[src/rtl/text_ctrl_pkg.sv]
// text_ctrl_pkg: character codes, printable range and FSM states for the text write controller
package text_ctrl_pkg;
    localparam logic [7:0] CHAR_CR    = 8'h0D;
    localparam logic [7:0] CHAR_LF    = 8'h0A;
    localparam logic [7:0] CHAR_BS    = 8'h08;
    localparam logic [7:0] CHAR_FF    = 8'h0C;
    localparam logic [7:0] CHAR_SPACE = 8'h20;
    localparam logic [7:0] PRINT_MIN  = 8'h20;
    localparam logic [7:0] PRINT_MAX  = 8'h7E;

    typedef enum logic [1:0] {IDLE, CLEAR_SCREEN, CLEAR_LINE} state_t;

    function automatic logic is_printable(input logic [7:0] c);
        return c >= PRINT_MIN && c <= PRINT_MAX;
    endfunction
endpackage

[src/rtl/uart_byte_buffer.sv]
// uart_byte_buffer: rise detect on the UART strobe, one-deep pending byte, pop handshake, overflow pulse
module uart_byte_buffer (
    input  logic       clock,
    input  logic       reset,
    input  logic [7:0] uart_data,
    input  logic       uart_data_ready,
    input  logic       take,
    output logic       avail,
    output logic [7:0] rx_char,
    output logic       overflow
);
    logic       ready_q;
    logic       pend_v;
    logic [7:0] pend_d;
    logic       rise;

    assign rise    = uart_data_ready & ~ready_q;
    assign avail   = pend_v | rise;
    assign rx_char = pend_v ? pend_d : uart_data;

    // Pending byte is served before a fresh edge; an edge that finds it full is dropped
    always_ff @(posedge clock) begin
        if (reset) begin
            ready_q  <= 1'b0;
            pend_v   <= 1'b0;
            pend_d   <= '0;
            overflow <= 1'b0;
        end else begin
            ready_q  <= uart_data_ready;
            overflow <= rise & pend_v;
            if (pend_v) pend_v <= ~take;
            else if (rise & ~take) begin
                pend_v <= 1'b1;
                pend_d <= uart_data;
            end
        end
    end
endmodule

[src/rtl/text_write_controller.sv]
// text_write_controller: writes UART bytes into VGA text memory with cursor tracking and clears
module text_write_controller
    import text_ctrl_pkg::*;
#(
    parameter int COLS           = 80,
    parameter int ROWS           = 30,
    parameter int ADDR_W         = 13,
    parameter int DATA_W         = 8,
    parameter int CLEAR_ON_RESET = 1
) (
    input  logic                    clock,
    input  logic                    reset,
    input  logic [7:0]              uart_data,
    input  logic                    uart_data_ready,
    output logic [DATA_W-1:0]       mem_data,
    output logic [ADDR_W-1:0]       mem_address,
    output logic                    mem_write,
    output logic                    busy,
    output logic [$clog2(COLS)-1:0] cursor_col,
    output logic [$clog2(ROWS)-1:0] cursor_row,
    output logic                    overflow
);
    localparam int CW = $clog2(COLS);
    localparam int RW = $clog2(ROWS);
    localparam logic [ADDR_W-1:0] SCREEN_LAST = ADDR_W'(COLS * ROWS - 1);
    localparam logic [ADDR_W-1:0] LINE_LAST   = ADDR_W'(COLS - 1);
    localparam logic [ADDR_W-1:0] COLS_A      = ADDR_W'(COLS);
    localparam logic [CW-1:0]     COL_LAST    = CW'(COLS - 1);
    localparam logic [RW-1:0]     ROW_LAST    = RW'(ROWS - 1);
    localparam logic [DATA_W-1:0] SPACE       = DATA_W'(CHAR_SPACE);

    state_t              state, state_n;
    logic [CW-1:0]       col_n;
    logic [RW-1:0]       row_n;
    logic [ADDR_W-1:0]   line_base, base_n, clr_addr, clr_n, cnt, cnt_n, addr_n;
    logic [DATA_W-1:0]   data_n;
    logic                wr_n, busy_n, take, advance, avail;
    logic [7:0]          rx_char;

    uart_byte_buffer u_buf (
        .clock           (clock),
        .reset           (reset),
        .uart_data       (uart_data),
        .uart_data_ready (uart_data_ready),
        .take            (take),
        .avail           (avail),
        .rx_char         (rx_char),
        .overflow        (overflow)
    );

    // Next-state and write decode: clears sweep an address counter, IDLE decodes one byte per cycle
    always_comb begin
        state_n = state;
        col_n   = cursor_col;
        row_n   = cursor_row;
        base_n  = line_base;
        clr_n   = clr_addr;
        cnt_n   = cnt;
        wr_n    = 1'b0;
        data_n  = mem_data;
        addr_n  = mem_address;
        busy_n  = 1'b0;
        take    = 1'b0;
        advance = 1'b0;
        if (state != IDLE) begin
            wr_n   = 1'b1;
            busy_n = 1'b1;
            data_n = SPACE;
            addr_n = clr_addr;
            clr_n  = clr_addr + ADDR_W'(1);
            cnt_n  = cnt + ADDR_W'(1);
            if (cnt == (state == CLEAR_SCREEN ? SCREEN_LAST : LINE_LAST)) state_n = IDLE;
        end else if (avail) begin
            take = 1'b1;
            if (is_printable(rx_char)) begin
                wr_n    = 1'b1;
                data_n  = DATA_W'(rx_char);
                addr_n  = line_base + ADDR_W'(cursor_col);
                advance = cursor_col == COL_LAST;
                col_n   = advance ? '0 : cursor_col + CW'(1);
            end else if (rx_char == CHAR_CR) begin
                col_n = '0;
            end else if (rx_char == CHAR_LF) begin
                advance = 1'b1;
            end else if (rx_char == CHAR_BS && cursor_col != '0) begin
                wr_n   = 1'b1;
                data_n = SPACE;
                col_n  = cursor_col - CW'(1);
                addr_n = line_base + ADDR_W'(cursor_col - CW'(1));
            end else if (rx_char == CHAR_FF) begin
                col_n   = '0;
                row_n   = '0;
                base_n  = '0;
                clr_n   = '0;
                cnt_n   = '0;
                state_n = CLEAR_SCREEN;
            end
        end
        if (advance) begin
            row_n   = cursor_row == ROW_LAST ? '0 : cursor_row + RW'(1);
            base_n  = cursor_row == ROW_LAST ? '0 : line_base + COLS_A;
            clr_n   = base_n;
            cnt_n   = '0;
            state_n = CLEAR_LINE;
        end
    end

    // State, cursor and registered memory-port outputs
    always_ff @(posedge clock) begin
        if (reset) begin
            state       <= CLEAR_ON_RESET != 0 ? CLEAR_SCREEN : IDLE;
            cursor_col  <= '0;
            cursor_row  <= '0;
            line_base   <= '0;
            clr_addr    <= '0;
            cnt         <= '0;
            mem_write   <= 1'b0;
            mem_data    <= '0;
            mem_address <= '0;
            busy        <= 1'b0;
        end else begin
            state       <= state_n;
            cursor_col  <= col_n;
            cursor_row  <= row_n;
            line_base   <= base_n;
            clr_addr    <= clr_n;
            cnt         <= cnt_n;
            mem_write   <= wr_n;
            mem_data    <= data_n;
            mem_address <= addr_n;
            busy        <= busy_n;
        end
    end
endmodule

[config.mk]
export PLATFORM = sky130hd
export DESIGN_NAME = text_write_controller
export DESIGN_NICKNAME = d
export VERILOG_FILES = /design/src/rtl/text_ctrl_pkg.sv /design/src/rtl/uart_byte_buffer.sv /design/src/rtl/text_write_controller.sv
export SDC_FILE = /design/constraint.sdc
export NUM_CORES = 1
export LEC_CHECK = 0
export ABC_CLOCK_PERIOD_IN_PS = 9200
export CORE_UTILIZATION = 60
export DETAILED_ROUTE_END_ITERATION = 10
export PLACE_DENSITY = 0.83
export SYNTH_ARGS = -nofsm -noshare
export SYNTH_HDL_FRONTEND = slang
export SYNTH_HIERARCHICAL = 1
export SYNTH_SLANG_ARGS = --single-unit
[constraint.sdc]
create_clock -name clock -period 9.2 [get_ports clock]
set_clock_uncertainty 0.05 [all_clocks]
set_input_delay 1.38 -clock clock [delete_from_list [all_inputs] [get_ports clock]]
set_output_delay 1.38 -clock clock [all_outputs]
set_load 0.01 [all_outputs]
Word-level counts from Yosys, hierarchy flattened. Cells that the tools add are included.

Bitwise logic cells: 8. Magnitude comparators: 2. Reduce and logical (&&, ||, !) cells: 23. Equal/unequal tests: 27. Add/subtract/negate cells: 9. Mux-type cells: 66.

Operators by type and width (number): 13-bit 2-to-1 mux (18); 5-bit 2-to-1 mux (9); 7-bit 2-to-1 mux (6); 8-bit 2-to-1 mux (5); 8-bit by 4-bit equality test with 1-bit output, second input constant (4); 13-bit by 1-bit adder with 13-bit output, second input constant (2); 2-bit inequality test, second input constant (11); 3-bit inequality test, second input constant (7); 2-bit 2-to-1 mux (9); 1-bit 2-to-1 mux (16); 7-bit AND reduction (2); 13-bit adder (1); 13-bit by 7-bit adder with 13-bit output (1); 13-bit by 7-bit adder with 13-bit output, second input constant (1); 13-bit by 12-bit equality test with 1-bit output (1); 12-bit 2-to-1 mux (1); 6-bit 2-to-1 mux (2); 4-bit AND reduction (3); 6-bit AND reduction (2); 2-bit nonzero test (6); 3-bit nonzero test (3); 8-bit by 6-bit >= comparator with 1-bit output, second input constant (1); 8-bit by 7-bit less-or-equal comparator with 1-bit output, second input constant (1); 7-bit by 1-bit subtractor with 8-bit output, second input constant (1); 15 further kinds (22).

Register bits after elaboration: 87. Input port bits: 11. Output and inout bits: 36.

Logic depth before layout (Yosys ltp). Gate-level depths: netlist of run 1.

Depth in word-level cells: 10. Mapped depth: 17. Depth with buffers taken out: 13.

Cells and area by module. Netlist of run 1, hierarchy kept.

Modules (own cells, without submodules): text_write_controller (times used 1, cells an instance 566, area an instance 4549.4 um2); uart_byte_buffer (times used 1, cells an instance 54, area an instance 576.8 um2).

Worst setup path before layout of run 1. OpenSTA, ideal clock, no wires.

Path kind: input-to-reg. From: in uart_data[2]. To: reg mem_address[12]. Arrival time: 4.377 ns. Path buffers: 3. Slack: 4.645 ns. Stages on the path: 16. Library setup time: 0.128 ns. Required time: 9.022 ns. Path through: mux2_2 clkbuf_1 nand4_1 o221a_2 clkbuf_1 buf_1 xnor2_1 ha_1 inv_1 fa_1 nor2b_1 o2111a_1 nor3_1 o31ai_1 xnor2_1 o2bb2ai_1.

Longest elaborated chain between the ends: 6. Elaborated cells on any way between the ends: 15. Those cells by class: order compare (2); eq/ne (5); mux (4); reduce/logical (4).

Ends and longest elaborated chain: start, declared (line text_write_controller.sv:13) `input logic [7:0] uart_data,`; 8-bit 2-to-1 mux (*) (line uart_byte_buffer.sv:19) `assign rx_char = pend_v ? pend_d : uart_data;`; 8-bit by 6-bit >= comparator with 1-bit output or 8-bit by 7-bit less-or-equal comparator with 1-bit output (tied branches) (line text_ctrl_pkg.sv:14) `return c >= PRINT_MIN && c <= PRINT_MAX;`; 1-bit logical AND (line text_ctrl_pkg.sv:14); 13-bit 2-to-1 mux (line text_write_controller.sv:75) `if (is_printable(rx_char)) begin`; 13-bit 2-to-1 mux (line text_write_controller.sv:73) `end else if (avail) begin`; 13-bit 2-to-1 mux (line text_write_controller.sv:65) `if (state != IDLE) begin`; end signal, assigned (line text_write_controller.sv:130) `mem_address <= addr_n;`; end, declared (line text_write_controller.sv:16) `output logic [ADDR_W-1:0] mem_address,`.

Mark *: on every way between the ends. The rest lies on a longest branch, timed or not. The select of a mux whose other input is x is not followed. A chain may end at the register's enable or synchronous reset.

Worst setup path after layout of run 1.
From: in uart_data[2]. To: reg mem_address[10].

Longest elaborated chain between the ends: 6. Elaborated cells on any way between the ends: 15. Those cells by class: order compare (2); eq/ne (5); mux (4); reduce/logical (4).

Ends and longest elaborated chain: 8-bit 2-to-1 mux (*) (line uart_byte_buffer.sv:19); named net rx_char[2] (line text_write_controller.sv:38) `logic [7:0] rx_char;`; 8-bit by 6-bit >= comparator with 1-bit output or 8-bit by 7-bit less-or-equal comparator with 1-bit output (tied branches) (line text_ctrl_pkg.sv:14); 1-bit logical AND (line text_ctrl_pkg.sv:14); 13-bit 2-to-1 mux (line text_write_controller.sv:75); 13-bit 2-to-1 mux (line text_write_controller.sv:73); 13-bit 2-to-1 mux (line text_write_controller.sv:65).

The timed path passes the listed nets; every way through them passes the cells marked *. The select of a mux whose other input is x is not followed.

==> results of run 1 <==
-- synthesized netlist by cell type, types with 7 or more instances --
| master | count | area share |
|---|---|---|
| dfxtp_1 | 87 | 0.34 |
| nor3_1 | 13 | 0.013 |
| nand3_1 | 21 | 0.021 |
| nand2_1 | 56 | 0.041 |
| a21oi_1 | 47 | 0.046 |
| o21ai_0 | 16 | 0.016 |
| xor2_1 | 11 | 0.019 |
| mux2_2 | 9 | 0.020 |
| and3_1 | 10 | 0.012 |
| nor2_1 | 67 | 0.049 |
| xnor2_1 | 24 | 0.041 |
| ha_1 | 20 | 0.049 |
| nand4_1 | 9 | 0.011 |
| mux2i_1 | 14 | 0.027 |
| a211oi_1 | 14 | 0.021 |
| inv_1 | 18 | 0.013 |
| a311oi_1 | 14 | 0.024 |
| nand2b_1 | 24 | 0.029 |
| a31oi_1 | 10 | 0.012 |
| buf_2 | 7 | 0.0068 |
| clkbuf_1 | 28 | 0.021 |
-- power by group through the flow --
stage / Combinational [W] / Clock [W] / Sequential [W]
after floorplan: 0.0000780 / 0 / 0.000396
after global placement: 0.0000954 / 0 / 0.000398
after detailed placement: 0.0000988 / 0 / 0.000399
after CTS: 0.000100 / 0.000274 / 0.000390
after global routing: 0.000110 / 0.000292 / 0.000391
final: 0.000101 / 0.000271 / 0.000390
-- registers in the layout, indices dropped and copies added (netlist names) --
signal,count
busy,1
clr_addr,13
cnt,13
cursor_col,7
cursor_row,5
line_base,13
mem_address,13
mem_data,8
mem_write,1
state,2
u_buf/overflow,1
u_buf/pend_d,8
u_buf/pend_v,1
u_buf/ready_q,1
-- final cells by class --
cell class	instances	area, sq um	share of cell area
multi-input combinational	475	3150	0.547
clock buffer	9	124	0.0215
timing repair buffer	49	478	0.0830
clock inverter	7	70.1	0.0122
tap	105	131	0.0228
inverter	18	67.6	0.0117
sequential	87	1740	0.302
-- layer usage --
| metal | GRT usage | vias up | share of wire | wire (um) |
|---|---|---|---|---|
| met1 | 0.408 | 2317 | 0.43 | 5780 |
| met3 | 0.0781 | 27 | 0.072 | 962 |
| met2 | 0.522 | 217 | 0.47 | 6360 |
| li1 | - | 2297 | - | - |
| met4 | 0.108 | 0 | 0.022 | 291 |
| met5 | 0 | - | 0 | 0 |
-- final timing paths --
kind | cells after the start | slack (ns) | start | endpoint
max | 11 | 4.49 | uart_data[2] | mem_address[10]
min | 2 | 0.42 | line_base[2] | line_base[2]
max reg2reg | 11 | 5.22 | u_buf/pend_v | mem_address[11]
min reg2reg | 2 | 0.42 | line_base[2] | line_base[2]
-- cells by family after synthesis --
| logic type | share of synthesized area |
|---|---|
| flip-flops | 0.340 |
| multiplexers | 0.0515 |
| AO/OA/AOI/OAI | 0.221 |
| buffers and inverters | 0.0486 |
| adder cells (fa/ha/maj) | 0.0527 |
| XOR/XNOR | 0.0598 |
| AND/OR/NAND/NOR | 0.227 |
-- worst max-delay path, stage by stage --
cell and delay, ns:
clkdlybuf4s50_1 0.48, mux2_2 0.25, nand4_1 0.20, o221a_2 0.45
nor3b_1 0.79, ha_1 0.41, or2_2 0.32, o31ai_1 0.15
o31ai_1 0.17, xnor2_1 0.16, o2bb2ai_1 0.12
-- metrics by stage --
stage / area, sq um / utilization / hold slack [ns] / setup WS [ns] / std cells
after floorplan: 5130 / - / 0.376 / 4.64 / 620
after global placement: 5570 / 0.674 / 0.390 / 4.24 / 734
after detailed placement: 5570 / 0.674 / 0.406 / 4.14 / 734
after CTS: 5760 / 0.698 / 0.425 / 4.52 / 750
after global routing: 5760 / 0.698 / 0.440 / 4.15 / 750
final: 5760 / 0.698 / 0.424 / 4.49 / 750
==> results.md, run 1 <==
* Internal at 0.000551 W
* Crit end category: register
* Fmax at about 210 MHz
* Buffers on Ports at 46
* Vias at roughly 4900
* Most used DFF post-synth: dfxtp_1
* Worst hold-check path type: reg -> reg
* Commonest non-fill, non-tap cells in the layout: dfxtp_1, nor2_1, nand2_1
* H-tree lvl count at 3
* Final setup fails at 0
* # diodes at 0
* CTS resizes at 0
* Switching share of power at 0.277
* Via-to-Cell Ratio at between 6 and 7
* Kind of critical path: in -> reg
* Die width at around 94 um
* Area growth syn-to-layout at 12.4%
* Clock slew at reported path FFs at roughly 0.090 ns
* Post-route minimum period at between 4 and 5 ns
* Distinct cells, synth at 63
* Worst slew margin at 0.202
* Die area at between 0.008 and 0.009 sq mm
* Initial DRT Pass Iterations at 5
* Layout cell share with drive strength beyond 1 at 0.0651
* Postcts setup bufs at 0
* Die H at ~94 um
* CTS Root Cell: clkbuf_8
* FILL cells at ~670
* Number of synthesized flops with an enable pin at 0
* Largest net degree at the start of global routing at ~80
* LEAKAGE at about 2.0 nW
* Layout net count at ~670
* Syn_nets at 652
* Synth warn at 6
* # IOs at 47
* Comb power frac at 0.133
* Iteration-0 DRC Markers at around 340
* Async SR Flop Fraction at 0
* Worst EP required at between 9 and 10 ns
* Commonest non-fill, non-tap cell in the layout: dfxtp_1
* Peak fanout along the critical path at 18
* Std-Cell Rows at 33
* Synthesized area at between 0.005 and 0.006 sq mm
* Routability cong. at 0.982
* Final HPWL DP at around 9400 um
* RSZ-0062 raised after global routing: false
* Antenna-violating nets left at 0
* Clock sink count at 87
* All-Layer GR Usage at 0.319
* Avg Synthesized Cell Area at roughly 8.3 sq um
* Worst Max-Slew Pin Slew at 1.20 ns
* Register area share after synthesis at 0.340
* Initial antenna violation count at 0
* Seq pwr share at 0.511
* Clock tree from TritonCTS: built
* Hold Violations, Final at 0
* Net load switching power at 0.000212 W
* Average wire per standard cell at approximately 18 um
* Pwr/cell area at about 130 mW/mm^2
* Final Max Slew Viols at 0
* Clk_lat worst skew at about 0.37 ns
* Vias in the first global route at ~4500
* Setup TNS at 0 ns
* GR Overflow Total at 0
* VDD IR max at 0.113 mV
* Final period util at 0.511
* Total power at between 0.0007 and 0.0008 W
* Cts hold-fix bufs at 0
* Core box area at around 0.0083 sq mm
* Outcome: finished clean
* Maximum clock path buffer count at 2
* Startpoint Class: input pin
* Initial Utilization at 0.621
* Total CTS buffers at 9
* First-pass GRT wire length at approximately 22000 um
* Max_cap viols at 0
* Clock power share at 0.356
* Post-Synthesis Cells at between 600 and 700
* Arr. time, crit path at 4.89 ns
* Synth Register Bits at just under 90
* Total Wirelength at roughly 13000 um
* DRC errors left at 0
Power figures use the tool's default switching activity.
==> run 2: changes to the inputs <==
- ABC_CLOCK_PERIOD_IN_PS: 9200 -> 4500
- CORE_UTILIZATION: 60 -> 58
- PLACE_DENSITY: 0.83 -> 0.8
- clock period: 9.2 -> 4.5 ns (I/O delays scaled with it)
==> run 2 against run 1 <==
Against the previous run: register-to-register slack got worse by 4.8 ns; worst setup slack worse by 4.0 ns; cell count rose by 0.40%; sequential power is 100% higher; largest power group unchanged.
==> results.md, run 2 (same netlist as run 1, synthesis figures left out) <==
* Outcome: finished clean (unchanged)
* Final Core Density at 0.691 (was 0.698)
* Setup TNS at 0 ns (unchanged)
* Hold wc startpoint: line_base[2] (unchanged)
* Max_cap viols at 0 (unchanged)
* DRC errors left at 0 (unchanged)
* Critical path buffers and inverters at 1 (unchanged)
* Final cell count without fillers at 753 (was 750)
* Hold depth at 2 (unchanged)
* Initial Utilization at 0.612 (was 0.621)
* Pwr/cell area at 271 mW/mm^2 (was 132 mW/mm^2)
* Final setup fails at 0 (unchanged)
* All-Layer GR Usage at 0.302 (was 0.319)
* CTS Root Cell: clkbuf_8 (unchanged)
* Die H at 96.0 um (was 94.4 um)
* Std-Cell Rows at 33 (unchanged)
* Layout cell share with drive strength beyond 1 at 0.0694 (was 0.0651)
* Dpl ws at 0.147 ns (was 4.14 ns)
* Largest net degree at the start of global routing at 46 (was 79)
* Internal at 0.00115 W (was 0.000551 W)
* Vias at 4806 (was 4858)
* GR Overflow Total at 0 (unchanged)
* LEAKAGE at 2.06 nW (was 2.03 nW)
* Worst Max-Slew Pin Slew at 1.14 ns (was 1.20 ns)
* First-pass GRT wire length at 21800 um (was 22100 um)
* Kind of critical path: in -> reg (unchanged)
* Maximum clock path buffer count at 2 (unchanged)
* Cts hold-fix bufs at 0 (unchanged)
* Layout net count at 675 (was 672)
* # diodes at 0 (unchanged)
* Seq pwr share at 0.507 (was 0.511)
* Worst r2r src: u_buf/pend_v (unchanged)
* Switching share of power at 0.271 (was 0.277)
* Buffers on Ports at 46 (unchanged)
* Routability cong. at 0.960 (was 0.982)
* Met3 Use GR at 0.0569 (was 0.0781)
* Clock slew at reported path FFs at 0.09 ns (about the same)
* RSZ-0062 raised after global routing: false (unchanged)
* Core box area at 0.00838 sq mm (was 0.00826 sq mm)
* Met2 usage at 0.511 (was 0.522)
* Hold EP: line_base[2] (unchanged)
* Clk_lat worst skew at 0.36 ns (was 0.37 ns)
* Commonest non-fill, non-tap cells in the layout: dfxtp_1, nor2_1, nand2_1 (unchanged)
* Post-route minimum period at between 4 and 5 ns
* Startpoint Class: input pin (unchanged)
* Die width at 96.0 um (was 94.4 um)
* # IOs at 47 (unchanged)
* Cells on worst reg2reg path at 11 (unchanged)
* Final period util at 0.897
* Via-to-Cell Ratio at 6.38 (was 6.48)
* Clock tree from TritonCTS: built (unchanged)
* Worst R2R Setup Slack at 0.47 ns (was 5.22 ns)
* FILL cells at 721 (was 673)
* Max stage delay cell, worst path: o311ai_0 (was nor3b_1)
* Worst slew margin at 0.239 (was 0.202)
* Cell Chain, Critical Path: clkdlybuf4s50_1 > mux2_2 > nand4_1 > o221ai_2 > nand2_1 > a21boi_0 > ha_1 > a211oi_1 > o21bai_1 > o311ai_0 > a21oi_1 > xor2_1 > o2bb2ai_1 (was clkdlybuf4s50_1 > mux2_2 > nand4_1 > o221a_2 > nor3b_1 > ha_1 > or2_2 > o31ai_1 > o31ai_1 > xnor2_1 > o2bb2ai_1)
* Area growth syn-to-layout at 13.0% (was 12.4%)
* Grt peak-use layer: met2 (unchanged)
* Placed cells at 737 (was 734)
* Clock sink count at 87 (unchanged)
* Top delay family on crit path: compound AO/OA/AOI/OAI gates (was simple AND/OR/NAND/NOR gates)
* VDD IR max at 0.172 mV (was 0.113 mV)
* Vias in the first global route at 4540 (was 4512)
* Total Wirelength at 13200 um (was 13400 um)
* Initial antenna violation count at 0 (unchanged)
* Iteration-0 DRC Markers at 278 (was 341)
* Crit end category: register (unchanged)
* Final HPWL DP at 9300 um (was 9360 um)
* CP peak stage delay at 0.56 ns (was 0.79 ns)
* Total CTS buffers at 9 (unchanged)
* CTS resizes at 0 (unchanged)
* Postcts setup bufs at 0 (unchanged)
* Min Hold Slack at 0.413 ns (was 0.424 ns)
* Die area at 0.00922 sq mm (was 0.00892 sq mm)
* Antenna-violating nets left at 0 (unchanged)
* Worst EP required at 4.67 ns (was 9.39 ns)
* M1 GR Usage at 0.389 (was 0.408)
* Average wire per standard cell at 17.5 um (was 17.8 um)
* Hold Violations, Final at 0 (unchanged)
* Commonest non-fill, non-tap cell in the layout: dfxtp_1 (unchanged)
* Comb power frac at 0.131 (was 0.133)
* R2R Path End: mem_address[9] (was mem_address[11])
* Final Max Slew Viols at 0 (unchanged)
* Initial DRT Pass Iterations at 5 (unchanged)
* Peak fanout along the critical path at 10 (was 18)
* Net load switching power at 0.000426 W (was 0.000212 W)
* H-tree lvl count at 3 (unchanged)
* Arr. time, crit path at 4.21 ns (was 4.89 ns)
* Setup ws final at 0.466 ns (was 4.49 ns)
* Clock power share at 0.361 (was 0.356)
* Worst hold-check path type: reg -> reg (unchanged)
* Fmax at between 200 and 250 MHz
==> run 2: cell type report <==
cell class,count,area [sq um],share of cell area
clock inverters,6,66.3,0.0114
multi-input cells,475,3150,0.544
well taps,105,131,0.0227
inverters,18,67.6,0.0117
repair buffers,52,500,0.0864
flip-flops and latches,87,1740,0.301
clock buffers,10,138,0.0238
==> run 2: stage by stage <==
step / area [sq um] / power [W]
3_3_place_gp: 5590 / 0.00101
3_5_place_dp: 5590 / 0.00102
5_1_grt: 5790 / 0.00163
4_1_cts: 5790 / 0.00157
2_1_floorplan: 5130 / 0.000969
6_report: 5790 / 0.00157
==> run 2: metal layers <==
layer,wire length (um),up-vias
met4,160,0
met3,831,17
li1,-,2303
met1,5860,2308
met5,0,-
met2,6330,178
==> run 2: worst min-delay path, delay by kind of cell, from the launching register on <==
kind / cells / cell delay [ns]
DFF: 1 / 0.34
buffers and inverters: 1 / 0.06
and+or+nand+nor: 1 / 0.03
==> run 2: worst max path at each step <==
stage / endpoint / slack (ns) / start / depth (start not counted)
floorplan: mem_address[12] / 0.65 / uart_data[2] / 16
global placement: mem_address[11] / 0.35 / uart_data[2] / 13
detailed placement: mem_address[9] / 0.15 / uart_data[2] / 12
CTS: mem_address[9] / 0.52 / uart_data[2] / 12
global route: mem_address[9] / 0.14 / uart_data[2] / 13
finish: mem_address[9] / 0.47 / uart_data[2] / 13
==> run 2: power by group through the flow <==
stage	Combinational [W]	Sequential (W)	Clock, W
after detailed placement	0.000202	0.000814	0
final	0.000207	0.000797	0.000568
after CTS	0.000204	0.000796	0.000574
after global routing	0.000225	0.000799	0.000603
after global placement	0.000198	0.000814	0
after floorplan	0.000160	0.000809	0
==> run 3: changes to the inputs <==
- CORE_UTILIZATION: 58 -> 50
- PLACE_DENSITY: 0.8 -> 0.71
- RECOVER_POWER: unset -> 25
==> run 3 against run 2 <==
Against the previous run: worst hold slack gained 0.0050 ns; non-clock buffer count grew 1; the flow now finishes with violations (capacitance limit, slew limit); sequential power is essentially flat; final area grew 1.4%; die area grew 16%; wire length shrank 3.1%; maximum frequency grew 0.77%.
==> results.md, run 3 (same netlist as run 1, synthesis figures left out) <==
* Outcome: finished with violations (was finished clean)
* Violated checks: capacitance limit, slew limit
* Area growth syn-to-layout at 14.6% (was 13.0%)
* Arr. time, crit path at 4.21 ns (about the same)
* Worst EP required at 4.70 ns (was 4.67 ns)
* Die width at 103 um (was 96.0 um)
* Placed cells at 766 (was 737)
* Commonest non-fill, non-tap cells in the layout: dfxtp_1, nor2_1, nand2_1 (unchanged)
* Total Wirelength at 12800 um (was 13200 um)
* Peak fanout along the critical path at 10 (unchanged)
* Clock sink count at 87 (unchanged)
* Final setup fails at 0 (unchanged)
* Layout cell share with drive strength beyond 1 at 0.0678 (was 0.0694)
* Cts hold-fix bufs at 0 (unchanged)
* Average wire per standard cell at 16.3 um (was 17.5 um)
* GR Overflow Total at 0 (unchanged)
* Clk_lat worst skew at 0.37 ns (was 0.36 ns)
* Vias at 4654 (was 4806)
* Iteration-0 DRC Markers at 300 (was 278)
* Hold Violations, Final at 0 (unchanged)
* Worst Max-Slew Pin Slew at 1.63 ns (was 1.14 ns)
* Final cell count without fillers at 782 (was 753)
* # diodes at 0 (unchanged)
* Pwr/cell area at 286 mW/mm^2 (was 271 mW/mm^2)
* Vias in the first global route at 4189 (was 4540)
* VDD IR max at 0.199 mV (was 0.172 mV)
* First-pass GRT wire length at 21000 um (was 21800 um)
* # IOs at 47 (unchanged)
* Core box area at 0.00986 sq mm (was 0.00838 sq mm)
* Commonest non-fill, non-tap cell in the layout: dfxtp_1 (unchanged)
* Seq pwr share at 0.473 (was 0.507)
* Crit end category: register (unchanged)
* Final Max Slew Viols at 44 (was 0)
* Max_cap viols at 1 (was 0)
* Total CTS buffers at 9 (unchanged)
* DRC errors left at 0 (unchanged)
* Clock tree from TritonCTS: built (unchanged)
* Clock slew at reported path FFs at 0.09 ns (about the same)
* RSZ-0062 raised after global routing: false (unchanged)
* Startpoint Class: input pin (unchanged)
* Worst slew margin at -0.0838 (was 0.239)
* Die H at 103 um (was 96.0 um)
* All-Layer GR Usage at 0.254 (was 0.302)
* Die area at 0.0107 sq mm (was 0.00922 sq mm)
* Final HPWL DP at 9010 um (was 9300 um)
* Initial antenna violation count at 0 (unchanged)
* Fmax at 250 MHz (was 248 MHz)
* LEAKAGE at 2.15 nW (was 2.06 nW)
* Setup TNS at 0 ns (unchanged)
* Postcts setup bufs at 0 (unchanged)
* Kind of critical path: in -> reg (unchanged)
* Buffers on Ports at 46 (unchanged)
* Switching share of power at 0.260 (was 0.271)
* CTS resizes at 0 (unchanged)
* Std-Cell Rows at 36 (was 33)
* Comb power frac at 0.122 (was 0.131)
* Antenna-violating nets left at 0 (unchanged)
* Final period util at 0.890 (was 0.897)
* Internal at 0.00124 W (was 0.00115 W)
* Initial Utilization at 0.520 (was 0.612)
* Net load switching power at 0.000438 W (was 0.000426 W)
* Post-route minimum period at 4.00 ns (was 4.03 ns)
* Maximum clock path buffer count at 2 (unchanged)
* Routability cong. at 0.904 (was 0.960)
* H-tree lvl count at 3 (unchanged)
* Initial DRT Pass Iterations at 5 (unchanged)
* CTS Root Cell: clkbuf_8 (unchanged)
* Via-to-Cell Ratio at 5.95 (was 6.38)
* Clock power share at 0.405 (was 0.361)
* Layout net count at 676 (was 675)
* Worst hold-check path type: reg -> reg (unchanged)
* Largest net degree at the start of global routing at 44 (was 46)
run 3: cell types whose count changed in the layout (fill, tap and decap cells not counted), sizes merged, moves of 2 or more:
| cell | previous run | this run |
|---|---|---|
| dlygate4sd3 | 0 | 27 |
| clkinv | 3 | 1 |
| clkdlybuf4s50 | 45 | 18 |
| bufinv | 1 | 3 |
run 3: worst paths after layout:
| check | from | slack (ns) | cells past startpoint | end |
|---|---|---|---|---|
| worst max-delay path | uart_data[2] | 0.50 | 13 | mem_address[9] |
| worst min-delay path | line_base[3] | 0.42 | 2 | line_base[3] |
| worst max register to register | u_buf/pend_v | 0.55 | 12 | mem_address[9] |
| worst min register to register | line_base[3] | 0.42 | 2 | line_base[3] |
run 3: routing by layer:
layer,GRT usage,vias to the layer above,part of all wire
met4,0.0715,0,0.0093
met1,0.354,2195,0.47
met2,0.401,137,0.46
met3,0.0484,11,0.054
met5,0,-,0
li1,-,2311,-
run 3: power groups by stage:
stage / registers (W) / logic [W] / clock network (W)
after floorplan: 0.000809 / 0.000160 / 0
final: 0.000796 / 0.000205 / 0.000682
after CTS: 0.000796 / 0.000204 / 0.000694
after global placement: 0.000813 / 0.000200 / 0
after detailed placement: 0.000814 / 0.000203 / 0
after global routing: 0.000798 / 0.000226 / 0.000732
run 3: critical path: stages:
cell,delay (ns)
clkdlybuf4s50_1,0.48
mux2_2,0.28
nand4_1,0.20
o221ai_2,0.48
nand2_1,0.11
a21boi_0,0.16
ha_1,0.32
a211oi_1,0.34
o21bai_1,0.15
o311ai_0,0.55
a21oi_1,0.16
xor2_1,0.18
o2bb2ai_1,0.12
run 3: final cells by class:
type	count	area [sq um]
clock inverter	6	118
multi-input combinational	475	3150
tap	133	166
timing repair buffer	53	507
sequential	87	1740
fill	880	3990
inverter	18	67.6
clock buffer	10	128
run 3: per-stage QoR:
step           setup slack (ns)  instance area (sq um)  total power (W)  utilization  hold slack [ns]
2_1_floorplan             0.650                   5130         0.000969            -            0.376
3_3_place_gp              0.367                   5630          0.00101        0.571            0.392
3_5_place_dp              0.258                   5630          0.00102        0.571            0.399
4_1_cts                   0.636                   5880          0.00169        0.596            0.413
5_1_grt                   0.153                   5880          0.00176        0.596            0.434
6_report                  0.496                   5880          0.00168        0.596            0.418
